<file path="config.mk">
export PLATFORM = sky130hd
export DESIGN_NAME = door_code_tx
export DESIGN_NICKNAME = d
export VERILOG_FILES = /design/src/rtl/door_code_tx.sv
export SDC_FILE = /design/constraint.sdc
export NUM_CORES = 1
export LEC_CHECK = 0
export ABC_CLOCK_PERIOD_IN_PS = 3500
export BUFFER_PORTS_ARGS = -buffer_cell sky130_fd_sc_hd__buf_2
export CAP_MARGIN = 25
export CORE_MARGIN = 4
export CORE_UTILIZATION = 30
export DETAILED_ROUTE_END_ITERATION = 12
export GPL_TIMING_DRIVEN = 0
export HOLD_SLACK_MARGIN = 0.05
export PLACE_DENSITY = 0.49
export SETUP_SLACK_MARGIN = 0.5
export SYNTH_ARGS = -nofsm -noshare
export SYNTH_HDL_FRONTEND = slang
export SYNTH_SLANG_ARGS = --single-unit
</file>
<file path="constraint.sdc">
create_clock -name clk -period 3.5 [get_ports clk]
set_clock_uncertainty 0.2 [all_clocks]
set_input_delay 0.875 -clock clk [delete_from_list [all_inputs] [get_ports clk]]
set_output_delay 0.875 -clock clk [all_outputs]
set_load 0.02 [all_outputs]
</file>
<file path="src/rtl/door_code_tx.sv">
// Framed serial transmitter for the door-lock code: start bit, code MSB-first,
// optional even parity, then a forced-low gap. All outputs are registered.
module door_code_tx #(
  parameter int CODE_LEN   = 8,
  parameter int BIT_CYCLES = 4,
  parameter int GAP_CYCLES = 2,
  parameter int PARITY_EN  = 1
) (
  input  logic                clk,
  input  logic                reset_n,
  input  logic                start,
  input  logic [CODE_LEN-1:0] code,
  input  logic                abort,
  output logic                tx_out,
  output logic                busy,
  output logic                done,
  output logic [2:0]          o_dbg_state
);

  localparam logic [2:0] S_IDLE   = 3'd0;
  localparam logic [2:0] S_START  = 3'd1;
  localparam logic [2:0] S_DATA   = 3'd2;
  localparam logic [2:0] S_PARITY = 3'd3;
  localparam logic [2:0] S_GAP    = 3'd4;

  localparam int MAX_CYC = (BIT_CYCLES > GAP_CYCLES) ? BIT_CYCLES : GAP_CYCLES;
  localparam int CW      = $clog2(MAX_CYC + 1);
  localparam int BW      = $clog2(CODE_LEN + 1);

  localparam logic [CW-1:0] BIT_RELOAD = CW'(BIT_CYCLES - 1);
  localparam logic [CW-1:0] GAP_RELOAD = CW'(GAP_CYCLES - 1);
  localparam logic [BW-1:0] LAST_BIT   = BW'(CODE_LEN - 1);

  logic [2:0]          r_state;
  logic [CODE_LEN-1:0] r_shift;
  logic                r_parity;
  logic [BW-1:0]       r_bit;
  logic [CW-1:0]       r_cyc;
  logic                r_tx;
  logic                r_busy;
  logic                r_done;

  logic [CODE_LEN-1:0] w_shift_next;
  logic                w_cyc_last;

  assign w_shift_next = r_shift << 1;
  assign w_cyc_last   = (r_cyc == '0);

  // tx/busy are loaded with the level of the state being entered, so the
  // line changes exactly on the edge that starts each bit window.
  always_ff @(posedge clk or negedge reset_n) begin
    if (!reset_n) begin
      r_state  <= S_IDLE;
      r_shift  <= '0;
      r_parity <= 1'b0;
      r_bit    <= '0;
      r_cyc    <= '0;
      r_tx     <= 1'b0;
      r_busy   <= 1'b0;
      r_done   <= 1'b0;
    end else begin
      r_done <= 1'b0;
      if (r_state != S_IDLE && abort) begin
        r_state <= S_IDLE;
        r_bit   <= '0;
        r_cyc   <= '0;
        r_tx    <= 1'b0;
        r_busy  <= 1'b0;
      end else begin
        case (r_state)
          S_IDLE: begin
            if (start) begin
              r_state  <= S_START;
              r_shift  <= code;
              r_parity <= ^code;
              r_cyc    <= BIT_RELOAD;
              r_tx     <= 1'b1;
              r_busy   <= 1'b1;
            end
          end
          S_START: begin
            if (w_cyc_last) begin
              r_state <= S_DATA;
              r_bit   <= LAST_BIT;
              r_cyc   <= BIT_RELOAD;
              r_tx    <= r_shift[CODE_LEN-1];
            end else begin
              r_cyc <= r_cyc - 1'b1;
            end
          end
          S_DATA: begin
            if (!w_cyc_last) begin
              r_cyc <= r_cyc - 1'b1;
            end else if (r_bit != '0) begin
              r_shift <= w_shift_next;
              r_bit   <= r_bit - 1'b1;
              r_cyc   <= BIT_RELOAD;
              r_tx    <= w_shift_next[CODE_LEN-1];
            end else if (PARITY_EN != 0) begin
              r_state <= S_PARITY;
              r_cyc   <= BIT_RELOAD;
              r_tx    <= r_parity;
            end else begin
              r_state <= S_GAP;
              r_cyc   <= GAP_RELOAD;
              r_tx    <= 1'b0;
            end
          end
          S_PARITY: begin
            if (w_cyc_last) begin
              r_state <= S_GAP;
              r_cyc   <= GAP_RELOAD;
              r_tx    <= 1'b0;
            end else begin
              r_cyc <= r_cyc - 1'b1;
            end
          end
          S_GAP: begin
            if (w_cyc_last) begin
              r_state <= S_IDLE;
              r_busy  <= 1'b0;
              r_done  <= 1'b1;
            end else begin
              r_cyc <= r_cyc - 1'b1;
            end
          end
          default: begin
            r_state <= S_IDLE;
            r_tx    <= 1'b0;
            r_busy  <= 1'b0;
          end
        endcase
      end
    end
  end

  assign tx_out      = r_tx;
  assign busy        = r_busy;
  assign done        = r_done;
  assign o_dbg_state = r_state;

endmodule

</file>
* Word-level counts from Yosys, hierarchy flattened
Index checks and enable logic that the tools add are counted.
** Operators by class
- Add/subtract/negate cells :: 2
- Equality and inequality tests :: 17
- Muxes and demuxes :: 35
- Bitwise operators :: 1
- Reduce and logical (&&, ||, !) cells :: 18
** Operators with widths (count)
- 3-bit 2-to-1 mux :: 12
- 8-bit 2-to-1 mux :: 3
- 3-bit inequality test (second input constant) :: 8
- 4-bit 2-to-1 mux :: 4
- 8-bit one-hot mux with 2 select lines :: 1
- 3-bit one-hot mux with 5 select lines :: 1
- 3-bit one-hot mux with 4 select lines :: 1
- 1-bit 2-to-1 mux :: 10
- 5-bit AND reduction :: 2
- 3-bit AND reduction :: 3
- 2-bit inequality test (second input constant) :: 4
- 4-bit one-hot mux with 2 select lines :: 1
- 8-bit parity :: 1
- 3-bit by 2-bit equality test with 1-bit output (second input constant) :: 2
- 3-bit logical NOT :: 2
- 6-bit AND reduction :: 1
- 3-bit nonzero test :: 2
- 1-bit one-hot mux with 5 select lines :: 1
- 5-bit nonzero test :: 1
- 4-bit AND reduction :: 1
- 4-bit nonzero test :: 1
- 4-bit by 1-bit subtractor with 4-bit output (second input constant) :: 1
- 3-bit by 1-bit equality test with 1-bit output (second input constant) :: 1
- 3-bit equality test (second input constant) :: 1
- other kinds (8) :: 8
** Word-level totals
- Bits in registers :: 22
- Input bits :: 12
- Output and inout port bits :: 6
- Logic and storage cells :: 81

* Longest topological paths before layout
Gate-level depths: netlist of the first run.
- Word-level depth :: 5
- Gate-level depth with buffers :: 8
- Depth with buffers taken out :: 7

* Worst setup path before layout of the first run
Ideal clock, no wire load.
- Kind :: input -> register
- Start point :: in abort
- End point :: reg r_busy, in the netlist busy
- Setup time :: 0.120 ns
- Data arrival time :: 1.643 ns
- Data required time :: 3.180 ns
- Setup slack :: 1.537 ns
- Stages on the path :: 5
- Path buffers :: 2
- Path through :: clkbuf_1 > buf_1 > a21oi_1 > o21ai_0 > nand2_1
** Between the ends
- Cells in the longest elaborated chain, start to end :: 3
- Elaborated cells on any way between the ends :: 6
- Those cells by class :: eq/ne (3); mux (1); reduce/logical (2)
** RTL lines
- from (decl) :: line 13 : input logic abort,
- 1-bit logical AND * :: line 63 : if (r_state != S_IDLE && abort) begin
- 3-bit inequality test (no line) or 2-bit by 1-bit inequality test with 1-bit output (tied branches)
- 3-bit AND reduction (no line)
- to (signal assigned) :: line 59 : r_busy <= 1'b0;
- to (signal assigned) :: line 68 : r_busy <= 1'b0;
- to (signal assigned) :: line 78 : r_busy <= 1'b1;
- to (decl) :: line 40 : logic r_busy;
Every way passes the cells marked *; elsewhere a longest branch is shown, timed or not.
A chain may end at the register's enable or synchronous reset.

* Final worst setup path of the first run
- Start point :: in abort
- End point :: reg r_state[0], in the netlist o_dbg_state[0]
** Between the ends
- Cells in the longest elaborated chain, start to end :: 3
- Elaborated cells on any way between the ends :: 9
- Those cells by class :: eq/ne (6); mux (1); reduce/logical (2)
** RTL lines
- 1-bit logical AND * :: line 63
- 3-bit inequality test (no line)
- 6-bit AND reduction (no line)
- to (signal assigned) :: line 64 : r_state <= S_IDLE;
- to (signal assigned) :: line 73 : r_state <= S_START;
- to (signal assigned) :: line 83 : r_state <= S_DATA;
- to (decl) :: line 34 : logic [2:0] r_state;
Marks and branches as above.

==> results of run 1 <==
-- power groups by stage --
stage	logic, mW	clock network (mW)	registers (mW)
after global routing	1.02	0.262	0.459
after global placement	0.888	0	0.444
after CTS	0.902	0.250	0.444
after floorplan	0.673	0	0.461
final	0.901	0.242	0.443
after detailed placement	0.897	0	0.448
-- tightest hold or removal path: stages, from the launching register on --
cell	delay [ns]
dfrtp_1	0.36
nand2_1	0.05
o21ai_0	0.06
-- through the flow --
| stage | total power [mW] | hold slack (ns) | instance area [µm²] | util, % | setup slack (ns) |
|---|---|---|---|---|---|
| 6_report | 1.59 | 0.291 | 1660 | 36.8 | 1.39 |
| 3_3_place_gp | 1.33 | 0.270 | 1590 | 35.3 | 1.12 |
| 3_5_place_dp | 1.35 | 0.276 | 1590 | 35.3 | 1.14 |
| 4_1_cts | 1.60 | 0.299 | 1660 | 36.8 | 1.41 |
| 2_1_floorplan | 1.13 | 0.244 | 1440 | - | 1.54 |
| 5_1_grt | 1.74 | 0.329 | 1660 | 36.8 | 1.24 |
-- synthesized netlist by cell type, types with 2 or more instances --
| cell type | instances | area (µm²) |
|---|---|---|
| a21oi_1 | 10 | 50.1 |
| a221oi_1 | 3 | 26.3 |
| a31oi_1 | 7 | 43.8 |
| a31oi_2 | 2 | 25.0 |
| buf_2 | 3 | 15.0 |
| buf_6 | 3 | 33.8 |
| clkbuf_1 | 2 | 7.51 |
| dfrtp_1 | 22 | 551 |
| ha_1 | 3 | 37.5 |
| inv_1 | 9 | 33.8 |
| nand2_1 | 25 | 93.8 |
| nand2b_1 | 3 | 18.8 |
| nand3_1 | 5 | 25.0 |
| nor2_1 | 15 | 56.3 |
| nor2_2 | 2 | 12.5 |
| nor2b_1 | 2 | 12.5 |
| nor3_1 | 7 | 35.0 |
| nor3b_2 | 3 | 37.5 |
| o21ai_0 | 11 | 55.1 |
| o22ai_1 | 4 | 25.0 |
| xnor2_1 | 8 | 70.1 |
-- registers in the layout, indices dropped and copies added (netlist names) --
signal,cells
busy,1
done,1
r_parity,1
r_bit,4
r_cyc,3
o_dbg_state,3
tx_out,1
r_shift,8
-- layer usage --
layer	wire [µm]	up-vias	GRT usage (%)	part of all wire, %
met1	1620	613	16.9	46
met3	173	4	3.51	4.9
met2	1730	31	20.4	49
met4	31	0	3.38	0.87
met5	0	-	0	0
li1	-	629	-	-
-- layout make-up --
type | count | area, µm² | share of cell area, %
Multi-Input combinational cell | 126 | 786 | 47.4
Sequential cell | 22 | 551 | 33.2
Timing Repair Buffer | 17 | 85.1 | 5.13
Buffer | 10 | 67.6 | 4.07
Tap cell | 52 | 65.1 | 3.92
Clock buffer | 3 | 41.3 | 2.49
Inverter | 9 | 33.8 | 2.04
Clock inverter | 1 | 30.0 | 1.81
-- cells by family (layout without fill, tap and decap cells) --
logic type	count (synthesis)	count (layout)	synth area share, %
adders and majority gates	3	3	2.61
and+or+nand+nor	66	66	23.1
muxes	2	2	1.48
AOI/OAI and AO/OA	46	46	22.0
xor gates and xnor gates	9	9	5.48
DFF	22	22	38.3
buffers and inverters	19	40	7.05
-- worst max-delay path by stage --
stage / slack (ns) / cells after the start / endpoint
2_1_floorplan: 1.54 / 5 / busy
3_3_place_gp: 1.12 / 6 / o_dbg_state[0]
3_5_place_dp: 1.14 / 6 / o_dbg_state[0]
6_report: 1.39 / 6 / o_dbg_state[0]
4_1_cts: 1.41 / 6 / o_dbg_state[0]
5_1_grt: 1.24 / 8 / r_cyc[1]
==> impl_metrics.ini, run 1 <==
[outcome]
status = completed

[yosys]
syn_nets = 182
async_reset_ff_share_pct = 100
ys_ff_latch = 22
syn_inst = 167
synth_area_um2 = 1440
ys.warnings.count = 0
ys_types = 39
syn_area_per_cell_um2 = 8.61
synth_edf_count = 0
synth_top_flop_cell = dfrtp_1
ys_seq_area_share_pct = 38.3

[detailed_routing]
wirelength_um = 3560
vias_per_cell = 5.32
drtIter0Drc = 91
first_pass_iters = 4
drcViolationCount = 0
vias = 1277
wl_per_cell_um = 14.8
ant_nets = 0

[sta]
setup_viol = 0
max_freq_mhz = 475
post-route-period-util_pct = 60.2
rsz0062_at_grt = false
finalHoldViolCount = 0
min_period_ns = 2.11
final_max_slew_viol_count = 0
slew_headroom_pct = 64.4
final.setup.tns_ns = 0
tightest_slew_ns = 0.533

[cells_and_area]
area_growth_pct = 15.4
final_cells = 240
diodes = 0
final_common_cell = nand2_1
final_cell_mix = nand2_1, dfrtp_1, buf_2
fillers = 485
fin_nets = 204
drive_gt1_share_pct = 21.3

[cts]
cts_buffers = 3
clockBufferDepth = 2
htree_levels = 1
cts_root_buf = clkbuf_8
cts_tree = built
clkLatencyLatePin_ns = 0.26
post_cts_resize_count = 0
path_clk_slew_ns = 0.09
cts_sinks = 22
post_cts_buffers = 0
hold_buffers = 0

[worst_setup_path]
critPathTopFamily = buffers and inverters
cp_slowest_stage_delay_ns = 0.44
cp.required_ns = 3.44
crit_type = in2reg
setup.worst_path.start_class = input pin
cp-end-kind = register
timing.rr.end = r_cyc[1]
cp_data_arrival_time_ns = 2.05
rrSetupSlack_ns = 1.47
worstReg2RegStart = r_cyc[0]
worstPathCellList = buf_2, clkbuf_1, buf_1, o21ai_0, o21ai_0, nor2_1
crit_start = abort
crit_buf_inv = 3
slowest_stage = buf_1
r2r_cells = 8
crit_path_frequent_cell = o21ai_0
cp_max_fo = 10

[min_path]
whs_endpoint = r_parity
hp-start = r_parity
worstHoldPathType = reg2reg
holdPathStages = 2

[placement]
gp_congestion = 0.853
port_buffers = 17
hpwl_um = 2580
dp.cells = 236

[die]
placementRows = 24
initial_utilization_pct = 31.9
io_pins = 18
die_area_um2 = 5960
core_region_area_um2 = 4500
die_w_um = 77.2
fp.dieH_um = 77.2

[global_routing]
grt_overflow = 0
antenna_found_initial = 0
grtUsageTotal_pct = 12.8
grt_first_pass_wirelength_um = 6190
grt_max_degree = 23
grt_pass1_vias = 1274

[pwr]
pwr-share-clk_pct = 15.3
seqPwrFrac_pct = 27.9
leakage_nw = 0.728
combPwrFrac_pct = 56.8
switching_share_pct = 44.5
p_int_uw = 879
ir_drop_mv = 0.330
power_switching_uw = 706
power_per_cell_area_nw_per_um2 = 956

[run]
cap_violations = 0
Power figures use the tool's default switching activity.
==> inputs of run 2 (changes only) <==
--- a/config.mk
+++ b/config.mk
@@ -5,7 +5,7 @@
 export SDC_FILE = /design/constraint.sdc
 export NUM_CORES = 1
 export LEC_CHECK = 0
-export ABC_CLOCK_PERIOD_IN_PS = 3500
+export ABC_CLOCK_PERIOD_IN_PS = 1700
 export BUFFER_PORTS_ARGS = -buffer_cell sky130_fd_sc_hd__buf_2
 export CAP_MARGIN = 25
 export CORE_MARGIN = 4
@@ -13,7 +13,7 @@
 export DETAILED_ROUTE_END_ITERATION = 12
 export GPL_TIMING_DRIVEN = 0
 export HOLD_SLACK_MARGIN = 0.05
-export PLACE_DENSITY = 0.49
+export PLACE_DENSITY = 0.5
 export SETUP_SLACK_MARGIN = 0.5
 export SYNTH_ARGS = -nofsm -noshare
 export SYNTH_HDL_FRONTEND = slang
==> constraint.sdc (replaced) <==
create_clock -name clk -period 1.7 [get_ports clk]
set_clock_uncertainty 0.2 [all_clocks]
set_input_delay 0.425 -clock clk [delete_from_list [all_inputs] [get_ports clk]]
set_output_delay 0.425 -clock clk [all_outputs]
set_load 0.02 [all_outputs]
==> impl_metrics.ini, run 2 (synthesis results as in run 1) <==
[sta]
rsz0062_at_grt = true
setup_viol = 14
min_period_ns = 1.80
post-route-period-util_pct = 106
tightest_slew_ns = 0.514
slew_headroom_pct = 65.7
max_freq_mhz = 556
finalHoldViolCount = 22
setup_ws_ns = -0.0973
hold_slack_ns = -0.0905
final_max_slew_viol_count = 0

[detailed_routing]
vias_per_cell = 5.28
wl_per_cell_um = 15.5
wirelength_um = 4380
vias = 1488
ant_nets = 0
first_pass_iters = 5
drtIter0Drc = 103
drcViolationCount = 0

[pwr]
power_per_cell_area_nw_per_um2 = 2130
total_power_mw = 5.04
leakage_nw = 1.03
ir_drop_mv = 0.741

[cts]
clkLatencyLatePin_ns = 0.27
htree_levels = 1
path_clk_slew_ns = 0.09
cts_sinks = 22
cts_buffers = 3
cts_tree = built
clockBufferDepth = 2
cts_root_buf = clkbuf_8

[cells_and_area]
drive_gt1_share_pct = 53.9
largest_register_ffs = 8
area_growth_pct = 64.7
final_cells = 282
final_cell_mix = buf_4, buf_6, nand2_1
reg_top3 = r_shift: 8 flops, r_bit: 4 flops
fin_nets = 246
final_common_cell = buf_4
largest_register = r_shift
fillers = 404
post-route-util_pct = 52.6
diodes = 0

[worst_setup_path]
cp_data_arrival_time_ns = 1.79
rrSetupSlack_ns = -0.1
cp_max_fo = 6
cp.required_ns = 1.70
setup.worst_path.start_class = register
crit_start = r_cyc[1]
cp-end-kind = register
crit_type = reg2reg
worstReg2RegStart = r_cyc[1]

[die]
die_w_um = 77.2
placementRows = 24
io_pins = 18
fp.dieH_um = 77.2
die_area_um2 = 5960
initial_utilization_pct = 31.9
core_region_area_um2 = 4500

[placement]
dp_slack_ns = -0.219
gp_congestion = 0.859
port_buffers = 17
dp.cells = 236
hpwl_um = 2570

[global_routing]
grtUsageTotal_pct = 14.4
grt_first_pass_wirelength_um = 6960
grt_pass1_vias = 1486
antenna_found_initial = 0
grt_max_degree = 23
grt_overflow = 0

[outcome]
status = finished, violations left
failed_checks = hold timing, setup timing

[min_path]
worstHoldPathType = in2async

[run]
cap_violations = 0
[run 2: cell count changes in the layout (fill, tap and decap cells not counted), sizes merged]
cell and delta:
bufbuf +1, buf +41
[run 2: layout make-up]
class                      instances  area (µm²)  share of cell area [%]
multi-input combinational        126        1020                    43.1
clock buffer                       3        41.3                    1.74
sequential                        22         554                    23.4
clock inverter                     1        30.0                    1.27
inverter                           9        33.8                    1.43
tap                               52        65.1                    2.75
buffer                            10         110                    4.65
timing repair buffer              59         512                    21.6
[run 2: critical path, cell delays in order, from the launching register on]
cell,delay (ns)
dfrtp_1,0.41
inv_2,0.09
ha_4,0.15
nand2b_4,0.10
o21a_4,0.24
a21oi_4,0.21
buf_6,0.16
nor2_2,0.04
a31oi_2,0.12
[run 2: layer usage]
| metal | part of all wire (%) | vias to the layer above | routed length (µm) | track usage, % |
|---|---|---|---|---|
| met5 | 0 | - | 0 | 0 |
| met4 | 1.9 | 0 | 82 | 4.63 |
| met3 | 5.0 | 13 | 217 | 2.81 |
| met2 | 51 | 54 | 2250 | 26.3 |
| met1 | 42 | 709 | 1830 | 16.8 |
| li1 | - | 712 | - | - |
[run 2: power breakdown]
group / switching (mW) / internal [mW] / leakage [nW]
clock: 0.192 / 0.315 / 0.0357
sequential: 0.210 / 0.759 / 0.263
combinational: 1.68 / 1.89 / 0.733
total: 2.08 / 2.96 / 1.03
[run 2: worst paths after layout]
| path | cells after the start | endpoint |
|---|---|---|
| hold reg to reg | 2 | r_parity |
| setup reg to reg | 8 | r_shift[5] |
| max in group asynchronous | 1 | o_dbg_state[2] |
| min in group clk | 3 | r_shift[7] |
| hold / removal | 1 | r_cyc[0] |
| setup / recovery | 8 | r_shift[5] |
[run 2: stage by stage]
| step | setup TNS [ns] | instance area, µm² | hold slack [ns] |
|---|---|---|---|
| after global placement | -2.25 | 1650 | 0.230 |
| after global routing | -2.13 | 2370 | -0.0399 |
| after detailed placement | -2.30 | 1650 | 0.229 |
| after floorplan | -0.0439 | 1500 | -0.0706 |
| final | -0.907 | 2370 | -0.0905 |
| after CTS | -0.657 | 2110 | -0.0645 |
[run 2: timing repair]
action | CTS | global route
hold endpoints to repair | 22 | 22
cloned | 2 | 0
setup buffers | 21 | 19
setup endpoints to repair | 28 | 28
pin swaps | 23 | 16
gates resized for setup | 56 | 25
==> inputs of run 3 (changes only) <==
--- a/config.mk
+++ b/config.mk
@@ -11,7 +11,7 @@
 export CORE_MARGIN = 4
 export CORE_UTILIZATION = 30
 export DETAILED_ROUTE_END_ITERATION = 12
-export GPL_TIMING_DRIVEN = 0
+export GPL_TIMING_DRIVEN = 1
 export HOLD_SLACK_MARGIN = 0.05
 export PLACE_DENSITY = 0.5
 export SETUP_SLACK_MARGIN = 0.5
==> impl_metrics.ini, run 3 (synthesis results as in run 1) <==
[die]
initial_utilization_pct = 31.9
fp.dieH_um = 77.2
io_pins = 18
die_w_um = 77.2
die_area_um2 = 5960
placementRows = 24
core_region_area_um2 = 4500

[detailed_routing]
drtIter0Drc = 116
wirelength_um = 4470
vias_per_cell = 5.33
ant_nets = 0
first_pass_iters = 4
vias = 1514
drcViolationCount = 0
wl_per_cell_um = 15.7

[sta]
min_period_ns = 1.80
finalHoldViolCount = 22
slew_headroom_pct = 65.0
setup_viol = 15
tightest_slew_ns = 0.525
post-route-period-util_pct = 106
setup_ws_ns = -0.103
final_max_slew_viol_count = 0
max_freq_mhz = 555
hold_slack_ns = -0.0818
final.setup.tns_ns = -0.790
rsz0062_at_grt = true

[cts]
cts_root_buf = clkbuf_8
path_clk_slew_ns = 0.09
cts_sinks = 22
htree_levels = 1
cts_buffers = 3
clockBufferDepth = 2
clkLatencyLatePin_ns = 0.27
cts_tree = built

[placement]
place_area_um2 = 1820
hpwl_um = 2760
gp_congestion = 0.835
port_buffers = 17

[worst_setup_path]
cp-end-kind = register
setup.worst_path.start_class = register
worstPathCellList = inv_2, ha_4, nor3b_4, mux2_4, a21oi_2, a21oi_1
slowest_stage = dfrtp_1
cp_data_arrival_time_ns = 1.76
cp_slowest_stage_delay_ns = 0.40
crit_type = reg2reg
cp.required_ns = 1.66
cp_max_fo = 5

[global_routing]
grtUsageMet3_pct = 2.58
grtUsageMet1_pct = 18.1
grt_use_met2_pct = 28.1
top_usage_layer = met2
grt_first_pass_wirelength_um = 7410
grt_pass1_vias = 1541
grt_overflow = 0
grtUsageTotal_pct = 15.4
antenna_found_initial = 0
grt_max_degree = 23

[run]
cap_violations = 0

[cells_and_area]
final_cell_mix = buf_4, nand2_1, dfrtp_1, buf_6, buf_2
largest_register = r_shift
fin_nets = 248
final_common_cell = buf_4
area_growth_pct = 66.5
largest_register_ffs = 8
reg_top3 = r_shift: 8 flops, r_bit: 4 flops
diodes = 0
drive_gt1_share_pct = 56.0
stdcell_area_um2 = 2390

[pwr]
power_per_cell_area_nw_per_um2 = 2080
ir_drop_mv = 0.839
combPwrFrac_pct = 72.2
power_switching_mw = 2.10
pwr-share-clk_pct = 7.9
p_int_mw = 2.88
switching_share_pct = 42.2
seqPwrFrac_pct = 19.9
leakage_nw = 1.04

[outcome]
status = finished, violations left
failed_checks = hold timing, setup timing

[min_path]
worstHoldPathType = in2async
## run 3: cell count changes in the layout (fill, tap and decap cells not counted), moves of 3 or more
cell and change:
buf_12 +4, buf_4 +5, buf_6 -3, o21ai_1 -3, o21ai_2 +4
## run 3: worst paths after layout
check,start,endpoint,slack [ns],cells after the start
worst min register to register,tx_out,tx_out,0.34,2
worst max-delay path,r_bit[0],tx_out,-0.10,6
max in group asynchronous,reset_n,o_dbg_state[2],1.00,1
worst max register to register,r_bit[0],tx_out,-0.10,6
worst min-delay path,reset_n,r_cyc[1],-0.08,1
min in group clk,code[3],r_shift[3],0.21,3
## run 3: final cells by class
type	instances	area, µm²
tap	52	65.1
fill	395	2110
inverter	9	33.8
timing repair buffer	71	662
sequential	22	554
multi-input combinational	126	1020
clock buffer	4	55.1
## run 3: layer usage
| metal | wire length [µm] | part of all wire [%] |
|---|---|---|
| met4 | 73 | 1.6 |
| met5 | 0 | 0 |
| met3 | 169 | 3.8 |
| met2 | 2360 | 53 |
| met1 | 1870 | 42 |
## run 3: worst max-delay path: cells and delay by family (launching register included)
kind,cells,cell delay (ns)
AO/OA/AOI/OAI,2,0.20
adder cells (fa/ha/maj),1,0.13
buffers and inverters,1,0.09
flip-flops,1,0.40
multiplexers,1,0.34
AND/OR/NAND/NOR,1,0.33
## run 3: repair_timing
| action | CTS | global route |
|---|---|---|
| endpoints found under the hold margin | 22 | 22 |
| setup buffers | 17 | 7 |
| endpoints found under the setup margin | 28 | 28 |
| pin swaps | 17 | 9 |
| resized for setup | 61 | 18 |
| cloned | 1 | 0 |
## run 3: metrics by stage
stage	util, %	setup slack (ns)	hold slack, ns	total power [mW]	std cells
6_report	53.1	-0.103	-0.0818	4.98	284
5_1_grt	53.1	-0.154	-0.0362	5.34	284
4_1_cts	49.9	-0.0879	-0.0575	4.57	277
3_5_place_dp	40.3	-0.175	0.235	3.32	255
3_3_place_gp	40.3	-0.0782	0.227	3.27	255
2_1_floorplan	-	-0.0208	-0.0706	2.48	167
## run 3: power groups by stage
stage                     combinational [mW]  sequential [mW]  clock, mW
after floorplan                         1.52            0.962          0
after global placement                  2.34            0.933          0
after detailed placement                2.38            0.939          0
after CTS                               3.20            0.977      0.398
after global routing                    3.90             1.02      0.419
final                                   3.60            0.990      0.395
